[src/rtl/fifo_pkg.sv]
// Shared FIFO definitions: read-mode selector and level-width helper used by
// the synchronous FIFO and reusable by the clock-crossing variant.
package fifo_pkg;

   typedef enum logic {
      FIFO_MODE_REG  = 1'b0,
      FIFO_MODE_FWFT = 1'b1
   } fifo_mode_e;

   // Level counter needs one extra bit so a full FIFO is distinguishable from empty.
   function automatic int fifo_lvl_width(input int depth);
      return $clog2(depth) + 1;
   endfunction

endpackage

[src/rtl/fifo_mem.sv]
// Storage array: one synchronous write port, one asynchronous read port, no reset.
module fifo_mem #(
   parameter int DEPTH = 16,
   parameter int WIDTH = 32
) (
   input  logic                     clk_i,
   input  logic                     we_i,
   input  logic [$clog2(DEPTH)-1:0] waddr_i,
   input  logic [WIDTH-1:0]         wdata_i,
   input  logic [$clog2(DEPTH)-1:0] raddr_i,
   output logic [WIDTH-1:0]         rdata_o
);

   logic [WIDTH-1:0] r_mem [DEPTH];

   always_ff @(posedge clk_i) begin
      if (we_i) r_mem[waddr_i] <= wdata_i;
   end

   assign rdata_o = r_mem[raddr_i];

endmodule

[src/rtl/fifo_sync_lvl.sv]
// Single-clock FIFO with fill level, programmable almost-full/almost-empty,
// overflow/underflow pulses, synchronous flush and FWFT or registered read data.
module fifo_sync_lvl
   import fifo_pkg::*;
#(
   parameter int         FIFO_DEPTH = 16,
   parameter int         DATA_WIDTH = 32,
   parameter int         AFULL_THR  = FIFO_DEPTH - 2,
   parameter int         AEMPTY_THR = 2,
   parameter fifo_mode_e FWFT       = FIFO_MODE_FWFT
) (
   input  logic                        clk_i,
   input  logic                        rst_i,
   input  logic                        flush_i,
   input  logic                        we_i,
   input  logic [DATA_WIDTH-1:0]       wdata_i,
   output logic                        full_o,
   output logic                        afull_o,
   output logic                        overflow_o,
   input  logic                        re_i,
   output logic [DATA_WIDTH-1:0]       rdata_o,
   output logic                        rvalid_o,
   output logic                        empty_o,
   output logic                        aempty_o,
   output logic                        underflow_o,
   output logic [$clog2(FIFO_DEPTH):0] level_o
);

   localparam int AW = $clog2(FIFO_DEPTH);
   localparam int LW = fifo_lvl_width(FIFO_DEPTH);
   localparam logic [LW-1:0] DEPTH_LVL  = LW'(FIFO_DEPTH);
   localparam logic [LW-1:0] AFULL_LVL  = LW'(AFULL_THR);
   localparam logic [LW-1:0] AEMPTY_LVL = LW'(AEMPTY_THR);

   if ((FIFO_DEPTH < 2) || ((FIFO_DEPTH & (FIFO_DEPTH - 1)) != 0)) begin : g_chk_depth
      $error("fifo_sync_lvl: FIFO_DEPTH must be a power of two >= 2");
   end
   if ((AFULL_THR < 1) || (AFULL_THR > FIFO_DEPTH)) begin : g_chk_afull
      $error("fifo_sync_lvl: AFULL_THR out of range 1..FIFO_DEPTH");
   end
   if ((AEMPTY_THR < 0) || (AEMPTY_THR > FIFO_DEPTH - 1)) begin : g_chk_aempty
      $error("fifo_sync_lvl: AEMPTY_THR out of range 0..FIFO_DEPTH-1");
   end

   logic [AW-1:0]         r_wptr;
   logic [AW-1:0]         r_rptr;
   logic [LW-1:0]         r_level;
   logic                  r_ovf;
   logic                  r_unf;
   logic                  w_full;
   logic                  w_empty;
   logic                  w_wr_acc;
   logic                  w_rd_acc;
   logic [DATA_WIDTH-1:0] w_rdata;

   assign w_full  = (r_level == DEPTH_LVL);
   assign w_empty = (r_level == '0);

   // Flush wins over both requests, so it also blocks the storage write.
   assign w_wr_acc = we_i & ~w_full  & ~flush_i;
   assign w_rd_acc = re_i & ~w_empty & ~flush_i;

   fifo_mem #(
      .DEPTH (FIFO_DEPTH),
      .WIDTH (DATA_WIDTH)
   ) u_mem (
      .clk_i   (clk_i),
      .we_i    (w_wr_acc),
      .waddr_i (r_wptr),
      .wdata_i (wdata_i),
      .raddr_i (r_rptr),
      .rdata_o (w_rdata)
   );

   always_ff @(posedge clk_i or posedge rst_i) begin
      if (rst_i) begin
         r_wptr  <= '0;
         r_rptr  <= '0;
         r_level <= '0;
         r_ovf   <= 1'b0;
         r_unf   <= 1'b0;
      end else if (flush_i) begin
         r_wptr  <= '0;
         r_rptr  <= '0;
         r_level <= '0;
         r_ovf   <= 1'b0;
         r_unf   <= 1'b0;
      end else begin
         r_ovf <= we_i & w_full;
         r_unf <= re_i & w_empty;
         if (w_wr_acc) r_wptr <= r_wptr + AW'(1);
         if (w_rd_acc) r_rptr <= r_rptr + AW'(1);
         case ({w_wr_acc, w_rd_acc})
            2'b10:   r_level <= r_level + LW'(1);
            2'b01:   r_level <= r_level - LW'(1);
            default: r_level <= r_level;
         endcase
      end
   end

   if (FWFT == FIFO_MODE_FWFT) begin : g_fwft
      assign rdata_o  = w_rdata;
      assign rvalid_o = ~w_empty;
   end else begin : g_reg
      logic [DATA_WIDTH-1:0] r_rdata;
      logic                  r_rvalid;

      // Read data holds its last value; only rvalid drops when idle or flushed.
      always_ff @(posedge clk_i or posedge rst_i) begin
         if (rst_i) begin
            r_rdata  <= '0;
            r_rvalid <= 1'b0;
         end else if (flush_i) begin
            r_rvalid <= 1'b0;
         end else begin
            r_rvalid <= w_rd_acc;
            if (w_rd_acc) r_rdata <= w_rdata;
         end
      end

      assign rdata_o  = r_rdata;
      assign rvalid_o = r_rvalid;
   end

   assign full_o      = w_full;
   assign empty_o     = w_empty;
   assign afull_o     = (r_level >= AFULL_LVL);
   assign aempty_o    = (r_level <= AEMPTY_LVL);
   assign overflow_o  = r_ovf;
   assign underflow_o = r_unf;
   assign level_o     = r_level;

`ifdef FORMAL
   a_level_ptrs: assert property (@(posedge clk_i) disable iff (rst_i)
      (AW'(r_wptr - r_rptr) == r_level[AW-1:0]) && (r_level <= DEPTH_LVL));
   a_full_empty: assert property (@(posedge clk_i) disable iff (rst_i)
      !(w_full && w_empty));
   c_full:     cover property (@(posedge clk_i) w_full);
   c_afull:    cover property (@(posedge clk_i) afull_o);
   c_aempty:   cover property (@(posedge clk_i) aempty_o && !w_empty);
   c_overflow: cover property (@(posedge clk_i) r_ovf);
`endif

endmodule

[config.mk]
export PLATFORM = sky130hd
export DESIGN_NAME = fifo_sync_lvl
export DESIGN_NICKNAME = d
export VERILOG_FILES = /design/src/rtl/fifo_pkg.sv /design/src/rtl/fifo_mem.sv /design/src/rtl/fifo_sync_lvl.sv
export SDC_FILE = /design/constraint.sdc
export NUM_CORES = 1
export LEC_CHECK = 0
export BUFFER_PORTS_ARGS = -buffer_cell sky130_fd_sc_hd__buf_2
export CAP_MARGIN = 20
export CORE_MARGIN = 1.5
export CORE_UTILIZATION = 40
export DETAILED_ROUTE_END_ITERATION = 10
export SKIP_LAST_GASP = 1
export SLEW_MARGIN = 20
export SYNTH_ARGS = -nofsm -noshare
export SYNTH_HDL_FRONTEND = slang
export SYNTH_SLANG_ARGS = --single-unit
[constraint.sdc]
create_clock -name clk_i -period 6 [get_ports clk_i]
set_clock_uncertainty 0.05 [all_clocks]
set_input_delay 0.6 -clock clk_i [delete_from_list [all_inputs] [get_ports clk_i]]
set_output_delay 0.6 -clock clk_i [all_outputs]
set_load 0.005 [all_outputs]
==> results.ini <==
[critical_path]
critical_path_buf_inv_count = 2
r2r_cells = 6
worstReg2RegEnd = u_mem.r_mem[1][18]
setup.worst_path.start = r_rptr[0]
crit_family = flip-flops
critPathRequiredTime_ns = 5.35
path_depth = 6
end_kind = primary output
crit_chain = buf_4, mux2i_1, a221oi_1, a21oi_1, o21ai_0, buf_2
cpPeakStageDelay_ns = 1.09
crit_type = flip-flop to primary output
r2r_setup_slack_ns = 2.68
cpMaxStageDelayCell = dfrtp_4
r2r_start = level_o[1]
cp.arrival_ns = 3.57
critical_path_peak_fanout = 51
crit_end = rdata_o[17]
start_kind = flip-flop

[clock_tree]
h-tree-depth = 2
insertion_delay_ns = 0.58
ctsResizeCount = 0
cts-root-buf = clkbuf_16
post_cts_buffers = 0
clk_path_buf_depth = 3
tritoncts = done
numCtsBuffers = 53
clk_pin_slew_ns = 0.06
ctsHoldBuffers = 0
clock_sinks = 527

[floorplanning]
ios = 81
initial_core_util = 0.4049
num_rows = 82
coreArea_um2 = 50070
dieHeight_um = 228.1
die_x_um = 228.1
die_area_um2 = 52050

[cells_and_area]
drive_gt1_frac = 0.2704
post-route-cell-area_um2 = 23320
diodes = 0
layout_common_cells = edfxtp_1, mux4_2, buf_2
final_common_cell = edfxtp_1
fin_nets = 1130
area_growth_pct = 15.00

[synth]
synth_compound_area_frac = 0.04653
ys_warn_count = 0
synthTopCellsByArea = edfxtp_1, mux4_2, mux2i_1, dfrtp_1, a221oi_1
syn_area_per_cell_um2 = 20.73
yosys_register_bits = 527
synth_mux_area_frac = 0.1403
yosysTopAreaCellShare = 0.7583
yosysTopAreaCell = edfxtp_1
netlist_area_um2 = 20270
syn_nets = 1022
synth_fa_ha_area_frac = 0.004320
ys_types = 37
synth-seq-area-share = 0.7768
synth_simple_gate_area_frac = 0.01530
yosys.area_share.xor_xnor = 0.003456
synthCells = 978
synth_top_family_by_area = multiplexers

[timing]
rsz0062_at_grt = no
maxSlewViolCount = 0
fin_crit_ns = 4.219
worstMarginPinSlew_ns = 1.087
setup_tns_ns = 0
slew_headroom = 0.2753
fin_ws_ns = 1.781
setup_viol = 0
finalHoldViolCount = 0
min_period_over_period = 0.7032
fmax_mhz = 237.0

[placed_design]
port_buffers = 80
pre_cts_ws_ns = 2.298
placed_area_um2 = 21610
gp_congestion = 0.7223
dpl.hpwl_um = 23570

[detailed_routing]
vias = 9849
vias_per_cell = 5.472
routed_wl_um = 45690
dr.pass1.iters = 5
wire_per_inst_um = 25.38
ant_nets = 0
drt_iter0_markers = 852
drcViolationCount = 0

[pwr]
ir_drop_uv = 228.3
powerDensity_nw_per_um2 = 380.3
power.leakage_nw = 7.373

[grt]
grt_pass1_wl_um = 67830
antenna_found_initial = 2
grt_pass1_vias = 10140
grt_overflow_total = 0
track_usage = 0.1768
grt_max_degree = 67

[status]
status = finished, final reports clean

[min_path]
min_path_type = input pin to asynchronous set/reset pin

[flow_run]
maxCapViolCount = 0

==> how the worst min path moves through the flow <==
stage,slack (ns),cells after the start,to,start
after floorplan,0.45,1,level_o[0],rst_i
after global placement,0.54,2,r_wptr[1],r_wptr[1]
after detailed placement,0.54,2,r_wptr[1],r_wptr[1]
after CTS,0.07,2,level_o[0],rst_i
after global routing,0.12,2,level_o[0],rst_i
final,0.07,2,level_o[1],rst_i
==> stage by stage <==
stage	util	hold WS [ns]	power, mW	cells
6_report	0.4657	0.07101	8.868	1800
5_1_grt	0.4657	0.1195	9.222	1800
4_1_cts	0.4657	0.06782	8.974	1800
3_5_place_dp	0.4316	0.5442	5.732	1703
3_3_place_gp	0.4316	0.5375	5.720	1703
2_1_floorplan	-	0.4515	5.313	978
==> Yosys cell counts (all sizes together) <==
library cell / number
and3: 2
nor3b: 1
o31ai: 1
mux2: 2
inv: 8
dfrtp: 15
o21ai: 33
a21boi: 1
xor2: 3
mux2i: 66
mux4: 96
nand4: 1
o21a: 1
and2: 3
xnor2: 5
ha: 7
a22oi: 34
nor3: 9
a31oi: 1
buf: 24
or3b: 1
or3: 2
edfxtp: 512
nand2b: 3
a221oi: 32
a31o: 3
clkbuf: 30
o31a: 1
nor2b: 2
nor2: 33
a21oi: 35
nand2: 11
==> routing by layer <==
layer | part of all wire | GRT usage
met5 | 0.00057 | 0
met4 | 0.017 | 0.04491
met3 | 0.044 | 0.02700
met2 | 0.49 | 0.2927
met1 | 0.45 | 0.2463
==> cell type report <==
type | count | area (um^2)
clock inverters | 29 | 301.5
well taps | 672 | 840.8
multi-input cells | 389 | 4378
fillers | 4227 | 26750
repair buffers | 107 | 603.1
clock buffers | 68 | 1404
inverters | 8 | 30.03
flip-flops and latches | 527 | 15760
==> cells by family (layout without fill, tap and decap cells) <==
family,after synthesis,in the layout
xor gates and xnor gates,8,8
DFF,527,527
and+or+nand+nor,68,68
adders and majority gates,7,7
AOI/OAI and AO/OA,142,142
muxes,164,164
buffers and inverters,62,212
==> power breakdown <==
part | switching (mW) | total [mW] | internal, mW
clock | 1.34 | 3.24 | 1.91
sequential | 0.168 | 4.26 | 4.09
combinational | 0.629 | 1.36 | 0.736
==> flip-flops by register name, indices dropped and copies added (netlist names) <==
signal,cells
underflow_o,1
overflow_o,1
r_rptr,4
r_wptr,4
level_o,5
u_mem.r_mem,512
No activity file was read; power rests on OpenSTA's default activity.
